==> config.mk <==
export PLATFORM = sky130hd
export DESIGN_NAME = wb_stage
export DESIGN_NICKNAME = d
export VERILOG_FILES = /design/src/rtl/wb_pkg.sv /design/src/rtl/load_ext.sv /design/src/rtl/wb_stage.sv
export SDC_FILE = /design/constraint.sdc
export NUM_CORES = 1
export LEC_CHECK = 0
export ABC_CLOCK_PERIOD_IN_PS = 3200
export CORE_ASPECT_RATIO = 1.25
export CORE_MARGIN = 2
export CORE_UTILIZATION = 23
export CTS_CLUSTER_SIZE = 40
export DETAILED_ROUTE_END_ITERATION = 12
export GPL_TIMING_DRIVEN = 0
export MAX_ROUTING_LAYER = met4
export PLACE_DENSITY = 0.45
export SYNTH_ARGS = -nofsm -noshare
export SYNTH_HDL_FRONTEND = slang
export SYNTH_SLANG_ARGS = --single-unit
==> constraint.sdc <==
create_clock -name clk -period 3.2 [get_ports clk]
set_clock_uncertainty 0.15 [all_clocks]
set_input_delay 0.64 -clock clk [delete_from_list [all_inputs] [get_ports clk]]
set_output_delay 0.64 -clock clk [all_outputs]
set_load 0.02 [all_outputs]
==> src/rtl/wb_pkg.sv <==
// Shared encodings for the write-back stage, control unit and data-memory interface.
package wb_pkg;

  localparam logic [1:0] WD_ALU = 2'b00;
  localparam logic [1:0] WD_MEM = 2'b01;
  localparam logic [1:0] WD_PC  = 2'b10;

  localparam logic [2:0] DM_WORD   = 3'b000;
  localparam logic [2:0] DM_HALF   = 3'b001;
  localparam logic [2:0] DM_HALF_U = 3'b010;
  localparam logic [2:0] DM_BYTE   = 3'b011;
  localparam logic [2:0] DM_BYTE_U = 3'b100;

  typedef struct packed {
    logic        valid;
    logic        rfWr;
    logic [4:0]  rd;
    logic [1:0]  wdSel;
    logic [2:0]  dmType;
    logic [31:0] aluOut;
    logic [31:0] rdata;
    logic [31:0] pc;
  } memWbT;

endpackage

==> src/rtl/load_ext.sv <==
// Load data formatting: byte/halfword extract with sign/zero extension plus alignment check.
module load_ext
  import wb_pkg::*;
(
  input  logic [2:0]  dmType,
  input  logic [1:0]  offset,
  input  logic [31:0] rdata,
  output logic [31:0] data,
  output logic        misalign
);

  logic [7:0]  byteSel;
  logic [15:0] halfSel;

  always_comb begin
    case (offset)
      2'd0:    byteSel = rdata[7:0];
      2'd1:    byteSel = rdata[15:8];
      2'd2:    byteSel = rdata[23:16];
      default: byteSel = rdata[31:24];
    endcase
    halfSel = offset[1] ? rdata[31:16] : rdata[15:0];
  end

  // Unknown DMType codes fall through to word behaviour.
  always_comb begin
    data     = rdata;
    misalign = (offset != 2'd0);
    case (dmType)
      DM_HALF: begin
        data     = {{16{halfSel[15]}}, halfSel};
        misalign = offset[0];
      end
      DM_HALF_U: begin
        data     = {16'h0000, halfSel};
        misalign = offset[0];
      end
      DM_BYTE: begin
        data     = {{24{byteSel[7]}}, byteSel};
        misalign = 1'b0;
      end
      DM_BYTE_U: begin
        data     = {24'h000000, byteSel};
        misalign = 1'b0;
      end
      default: ;
    endcase
  end

endmodule

==> src/rtl/wb_stage.sv <==
// MEM/WB pipeline register, write-source select and register-file write port driver.
// Also keeps the 64-bit retired-instruction counter.
module wb_stage
  import wb_pkg::*;
#(
  parameter logic [31:0] RST_PC = 32'h0000_0000
) (
  input  logic        clk,
  input  logic        rst,
  input  logic        stall,
  input  logic        flush,
  input  logic        mem_valid,
  input  logic        mem_RFWr,
  input  logic [4:0]  mem_rd,
  input  logic [1:0]  mem_WDSel,
  input  logic [2:0]  mem_DMType,
  input  logic [31:0] mem_alu_out,
  input  logic [31:0] mem_rdata,
  input  logic [31:0] mem_pc,
  output logic        RFWr,
  output logic [4:0]  WrDtAdr,
  output logic [31:0] WrDt,
  output logic        wb_valid,
  output logic        ld_misalign,
  output logic [63:0] instret
);

  memWbT       wbQ;
  logic [63:0] instretCnt;
  logic [31:0] loadData;
  logic        loadMisalign;
  logic [31:0] wrDataRaw;
  logic        wrEn;

  always_ff @(posedge clk) begin
    if (!rst) begin
      wbQ    <= '0;
      wbQ.pc <= RST_PC;
    end else if (flush) begin
      wbQ <= '0;
    end else if (!stall) begin
      wbQ.valid  <= mem_valid;
      wbQ.rfWr   <= mem_RFWr;
      wbQ.rd     <= mem_rd;
      wbQ.wdSel  <= mem_WDSel;
      wbQ.dmType <= mem_DMType;
      wbQ.aluOut <= mem_alu_out;
      wbQ.rdata  <= mem_rdata;
      wbQ.pc     <= mem_pc;
    end
  end

  // The departing instruction counts even when a flush lands on the same edge.
  always_ff @(posedge clk) begin
    if (!rst) begin
      instretCnt <= '0;
    end else if (wbQ.valid && !stall) begin
      instretCnt <= instretCnt + 64'd1;
    end
  end

  load_ext uLoadExt (
    .dmType   (wbQ.dmType),
    .offset   (wbQ.aluOut[1:0]),
    .rdata    (wbQ.rdata),
    .data     (loadData),
    .misalign (loadMisalign)
  );

  always_comb begin
    case (wbQ.wdSel)
      WD_MEM:  wrDataRaw = loadData;
      WD_PC:   wrDataRaw = wbQ.pc + 32'd4;
      default: wrDataRaw = wbQ.aluOut;
    endcase
  end

  assign ld_misalign = wbQ.valid && (wbQ.wdSel == WD_MEM) && loadMisalign;
  assign wrEn        = wbQ.valid && wbQ.rfWr && (wbQ.rd != 5'd0) && !ld_misalign;

  // The register file bypasses WrDt on address match regardless of RFWr, so idle must be all-zero.
  assign RFWr     = wrEn;
  assign WrDtAdr  = wrEn ? wbQ.rd : 5'd0;
  assign WrDt     = wrEn ? wrDataRaw : 32'd0;
  assign wb_valid = wbQ.valid;
  assign instret  = instretCnt;

endmodule

; Word-level counts from Yosys, hierarchy flattened
; Cells that the tools add are included.
[op_classes]
mux = 7
addsub = 2
n_eq_ne = 8
n_reduce_logical = 14
bitwise = 1
[op_table]
columns = op, count
row1 = one-hot mux 32 bit (4 select lines), 1
row2 = "adder 64 x 1 -> 64 bit, second input constant", 1
row3 = one-hot mux 32 bit (2 select lines), 1
row4 = "adder 32 x 3 -> 32 bit, second input constant", 1
row5 = two-way mux 32 bit, 1
row6 = one-hot mux 8 bit (3 select lines), 1
row7 = two-way mux 16 bit, 1
row8 = "equality test 3 x 2 -> 1 bit, second input constant", 2
row9 = logical AND 1 bit, 6
row10 = OR reduction 2 bit, 3
row11 = two-way mux 5 bit, 1
row12 = nonzero test 5 bit, 1
row13 = "equality test 2 x 1 -> 1 bit, second input constant", 2
row14 = "equality test 2 bit, second input constant", 2
row15 = "equality test 3 x 1 -> 1 bit, second input constant", 1
row16 = "equality test 3 bit, second input constant", 1
row17 = zero test 1 bit, 2
row18 = zero test 2 bit, 1
row19 = one-hot mux 1 bit (2 select lines), 1
row20 = nonzero test 2 bit, 1
row21 = inverter 1 bit, 1
[totals]
elab_cells = 41
out_inout_bits = 104
register_bits = 172
in_bits = 112

; Longest topological paths before layout
; Gate-level depths: netlist of the first run.
[logic_depth]
ltp_word = 7
depth_mapped = 8
mapped_depth_nobuf = 6

; By module
; A second synthesis of the first run with hierarchy kept.
[hier_totals]
hier_cells = 1075
hier_area_um2 = 9226.3
[by_module_without_submodules]
columns = mod, area_each_um2, cells_per_inst, seq_area_each_um2, n_inst
row1 = wb_stage, 8185.4, 951, 3443.3, 1
row2 = load_ext, 1041.0, 124, 0.0, 1

; Worst setup path after synthesis of the first run
; No wires, ideal clock.
[synth_timing]
kind = register to output
startpoint = reg wbQ[2] (netlist name)
endpoint = out WrDt[22]
required_ns = 2.410
path_stages_with_launch = 8
n_path_buf = 1
slack_ns = 0.263
arrival_time_ns = 2.147
path_cell_list = dfxtp_1 -> ha_1 -> nand2_1 -> or4_1 -> clkbuf_1 -> nor4_1 -> o21ai_0 -> a31oi_1
[synth_via]
elab_chain_len = 3
[synth_rtl]
columns = item, line_no
row1 = "start, declared", wb_stage.sv:28  ; memWbT wbQ;
row2 = adder 32 x 3 -> 32 bit, wb_stage.sv:73  ; WD_PC: wrDataRaw = wbQ.pc + 32'd4;
row3 = one-hot mux 32 bit (2 select lines), wb_stage.sv:71  ; case (wbQ.wdSel)
row4 = two-way mux 32 bit, wb_stage.sv:84  ; assign WrDt = wrEn ? wrDataRaw : 32'd0;
row5 = "end, declared", wb_stage.sv:22  ; output logic [31:0] WrDt,
; No other way between the ends.

; Worst setup path in the final report of the first run
[layout_timing]
startpoint = reg wbQ[12] (netlist name)
endpoint = out WrDt[24]
; Same word-level chain as after synthesis.

==> results of run 1 <==
-- logic make-up after synthesis --
logic type,share of synthesized area [%]
AOI/OAI and AO/OA,14.4
muxes,14.3
xor gates and xnor gates,4.50
buffers and inverters,4.00
adders and majority gates,0.671
and+or+nand+nor,23.6
DFF,38.5
-- worst max path at each step --
stage	slack (ns)	endpoint	depth (start not counted)
2_1_floorplan	0.26	WrDt[22]	7
3_3_place_gp	-1.01	WrDt[30]	9
3_5_place_dp	-0.94	WrDt[30]	9
4_1_cts	-0.18	WrDt[26]	7
5_1_grt	-0.25	WrDt[24]	7
6_report	-0.21	WrDt[24]	7
-- per-stage QoR --
stage	hold WS (ns)	setup TNS, ns	setup WS, ns	cells
6_report	0.339	-1.34	-0.205	1862
5_1_grt	0.360	-3.63	-0.246	1862
4_1_cts	0.339	-1.76	-0.179	1851
3_5_place_dp	0.329	-40.96	-0.940	1784
3_3_place_gp	0.320	-42.71	-1.01	1784
2_1_floorplan	0.304	0	0.263	1077
-- Yosys cell counts (9+ instances only) --
master and n:
o21ai_0 69, dfxtp_1 172, nor4_1 16, nand3_1 35, nand2_1 62, inv_1 20, or4_1 16, and2_1 15
a21oi_1 64, nand2b_1 13, xor2_1 21, o31ai_1 18, o221ai_1 9, clkbuf_1 60, buf_1 10, a31oi_1 22
mux2i_1 123, nor3_1 27, or3_1 15, nor2_1 158, nand4_1 19, and4_1 15, xnor2_1 25
-- report_power, final --
part	internal, mW	switching, mW
combinational	0.272	0.280
sequential	2.18	0.0584
clock	1.22	0.963
-- layout by cell type (no fill, tap or decap), types with 19 or more instances in the layout --
cell,count
clkdlybuf4s50_1,177
nor2_1,155
dfxtp_1,144
mux2i_1,123
nand2_1,59
buf_4,56
a21oi_1,48
nand3_1,33
o21ai_0,32
clkbuf_1,31
buf_6,25
nor3_1,24
xnor2_1,24
o21ai_2,22
inv_1,20
nand4_1,19
-- registers in the layout, indices dropped and copies added, names as in the netlist --
name,flops
instret,64
wbQ,107
wb_valid,1
-- per-layer routing --
metal,wire (um),global-route usage [%],vias to the layer above
li1,-,-,4446
met2,18500,31.5,300
met3,1910,3.35,52
met4,868,5.67,0
met1,15000,21.1,4420
met5,0,-,-
-- what timing repair did --
action,CTS,global route
gates resized for setup,393,126
gates cloned,3,1
endpoints found under the setup margin,42,64
pin swaps,52,26
buffers inserted,37,11
-- final cells by class --
cell class | count | share of cell area, %
multi-input combinational | 812 | 43.6
sequential | 172 | 25.6
timing repair buffer | 266 | 18.4
tap | 492 | 4.49
clock buffer | 20 | 3.40
buffer | 66 | 2.83
clock inverter | 12 | 1.00
inverter | 21 | 0.575
antenna | 1 | 0.0183
-- tightest hold or removal path: cells and delay by family, from the launching register on --
| kind | cells | cell delay [ns] |
|---|---|---|
| flops | 1 | 0.33 |
| simple gates | 1 | 0.06 |
| mux | 1 | 0.05 |
==> key figures, run 1 <==
Status
  • Status: finished, violations left
  • Failing checks: negative setup slack

Power and ir drop
  • Leak: 4.91 nW
  • Peak supply drop: 0.380 mV
  • Power per cell area: 363 nW/um^2
  • Final Power: 4.97 mW

Clock tree
  • TritonCTS clock tree: done
  • Clock Latency Late Sink: 0.46 ns
  • Hold buffer count at CTS: 0
  • Htree depth: 4
  • CTS Sinks: 172
  • Worst-case clock buffer depth: 2
  • Clock Root Buffer: clkbuf_16
  • CTS buffer count: 17
  • Clock-pin slew on the worst setup and hold paths: 0.07 ns

Logic synthesis
  • Post-Syn Area: 8940 um^2
  • Seq/Total Area, Yosys: 38.5%
  • Avg Inst Size Synth: 8.31 um^2
  • Post-synth EDFFs: 0
  • Top cells by area, synth: dfxtp_1 (38%), mux2i_1 (14%), nor2_1 (6.6%)
  • Synth Net Count: 1,193
  • YS warnings: 0
  • Synth cell types: 55
  • Synth top area share: 38.5%
  • Mapped Cells: 1,077
  • Cell taking the most area after synthesis: dfxtp_1
  • FFs w/ async S/R, synth: 0%
  • Yosys reg bits: 172
  • Top FF cell, synth: dfxtp_1

Die
  • Initial Util: 23.4%
  • Num ports: 216
  • Core area: 38,200 um^2
  • Die area: 40,500 um^2
  • Rows: 80
  • Die Ht: 224 um
  • Chip Width: 180 um

Setup path
  • Critical path's top delay family: simple AND/OR/NAND/NOR gates
  • Buf+Inv Stages, Crit Path: 2
  • Startpoint types: register
  • Reg2reg start: wb_valid
  • CP Capture Type: output pin
  • Worst-path cell chain: nand4_1 > buf_6 > or4_4 > o31a_1 > o21ai_2 > a31oi_1 > buf_4
  • Crit-path max FO: 7
  • Reg2Reg Capture Point: instret[62]
  • FF-to-FF path depth: 8
  • CP Data Required Time: 2.41 ns
  • Worst Path Class, Setup: register to output pin
  • CP startpoint: wbQ[12]
  • Slowest-stage cell, CP: or4_4
  • CP max stage delay: 0.59 ns
  • Crit path DAT: 2.62 ns
  • Flop-to-flop setup slack: 0.37 ns

Finish
  • Multi-input logic area: 5980 um^2
  • Post-layout util: 35.8%
  • Post-Layout Inst Area: 13,700 um^2
  • Area growth, synth to finish: 53.2%
  • Fillcell total: 3,966
  • Final #Nets: 1,472
  • FF+latch area: 3510 um^2
  • Share of post-route cells with drive strength above 1: 21.9%

Worst hold path
  • Worst Hold End: instret[63]
  • HP Class: register to register
  • HP Start: instret[63]
  • Worst hold path stage count: 2

STA
  • Fin. max-slew vios: 0
  • Max Fclk: 0.294 GHz
  • Setup slack after layout: -0.205 ns
  • Crit path time final: 3.41 ns
  • Slew @ Worst Pin: 0.980 ns
  • Final period util: 106%
  • Unrepaired setup endpoints after global routing: yes
  • Slew headroom: 34.6%
  • Endpoints failing setup: 13
  • Final Hold Fails: 0

Detailed routing
  • Post-DR vias/cell: 4.95
  • DR iter-0 viols: 570
  • Drt pass-1 iters: 5
  • Vias post-DR: 9,218
  • Post-DR wirelength/cell: 19.5 um
  • Total wire length: 36,300 um
  • DRC Markers: 0
  • Routed Antenna Nets: 0

GRT
  • Largest net degree at the start of global routing: 17
  • Total GRT Usage: 18.1%
  • Initial antenna violation count: 1
  • Total congestion overflow: 0
  • Vias in the first global route: 8,952
  • First-pass GRT wire length: 54,400 um

Placement
  • Dpl hpwl: 27,000 um
  • Port buffer count: 215
  • Placer Congestion: 0.866
  • Placed cell area: 11,700 um^2

Run
  • Max-cap violations: 0
(Power assumes the default switching activity.)
==> inputs of run 2 (changes only) <==
--- a/config.mk
+++ b/config.mk
@@ -11,9 +11,11 @@
 export CORE_UTILIZATION = 23
 export CTS_CLUSTER_SIZE = 40
 export DETAILED_ROUTE_END_ITERATION = 12
+export GPL_ROUTABILITY_DRIVEN = 1
 export GPL_TIMING_DRIVEN = 0
 export MAX_ROUTING_LAYER = met4
 export PLACE_DENSITY = 0.45
+export SLEW_MARGIN = 15
 export SYNTH_ARGS = -nofsm -noshare
 export SYNTH_HDL_FRONTEND = slang
 export SYNTH_SLANG_ARGS = --single-unit
==> results of run 2 <==
Final layout, timing and power as in run 1 (identical DEF).
==> inputs of run 3 (changes only) <==
--- a/config.mk
+++ b/config.mk
@@ -13,6 +13,7 @@
 export DETAILED_ROUTE_END_ITERATION = 12
 export GPL_ROUTABILITY_DRIVEN = 1
 export GPL_TIMING_DRIVEN = 0
+export HOLD_SLACK_MARGIN = 0.03
 export MAX_ROUTING_LAYER = met4
 export PLACE_DENSITY = 0.45
 export SLEW_MARGIN = 15
==> results of run 3 <==
Final layout, timing and power as in run 1 (identical DEF).
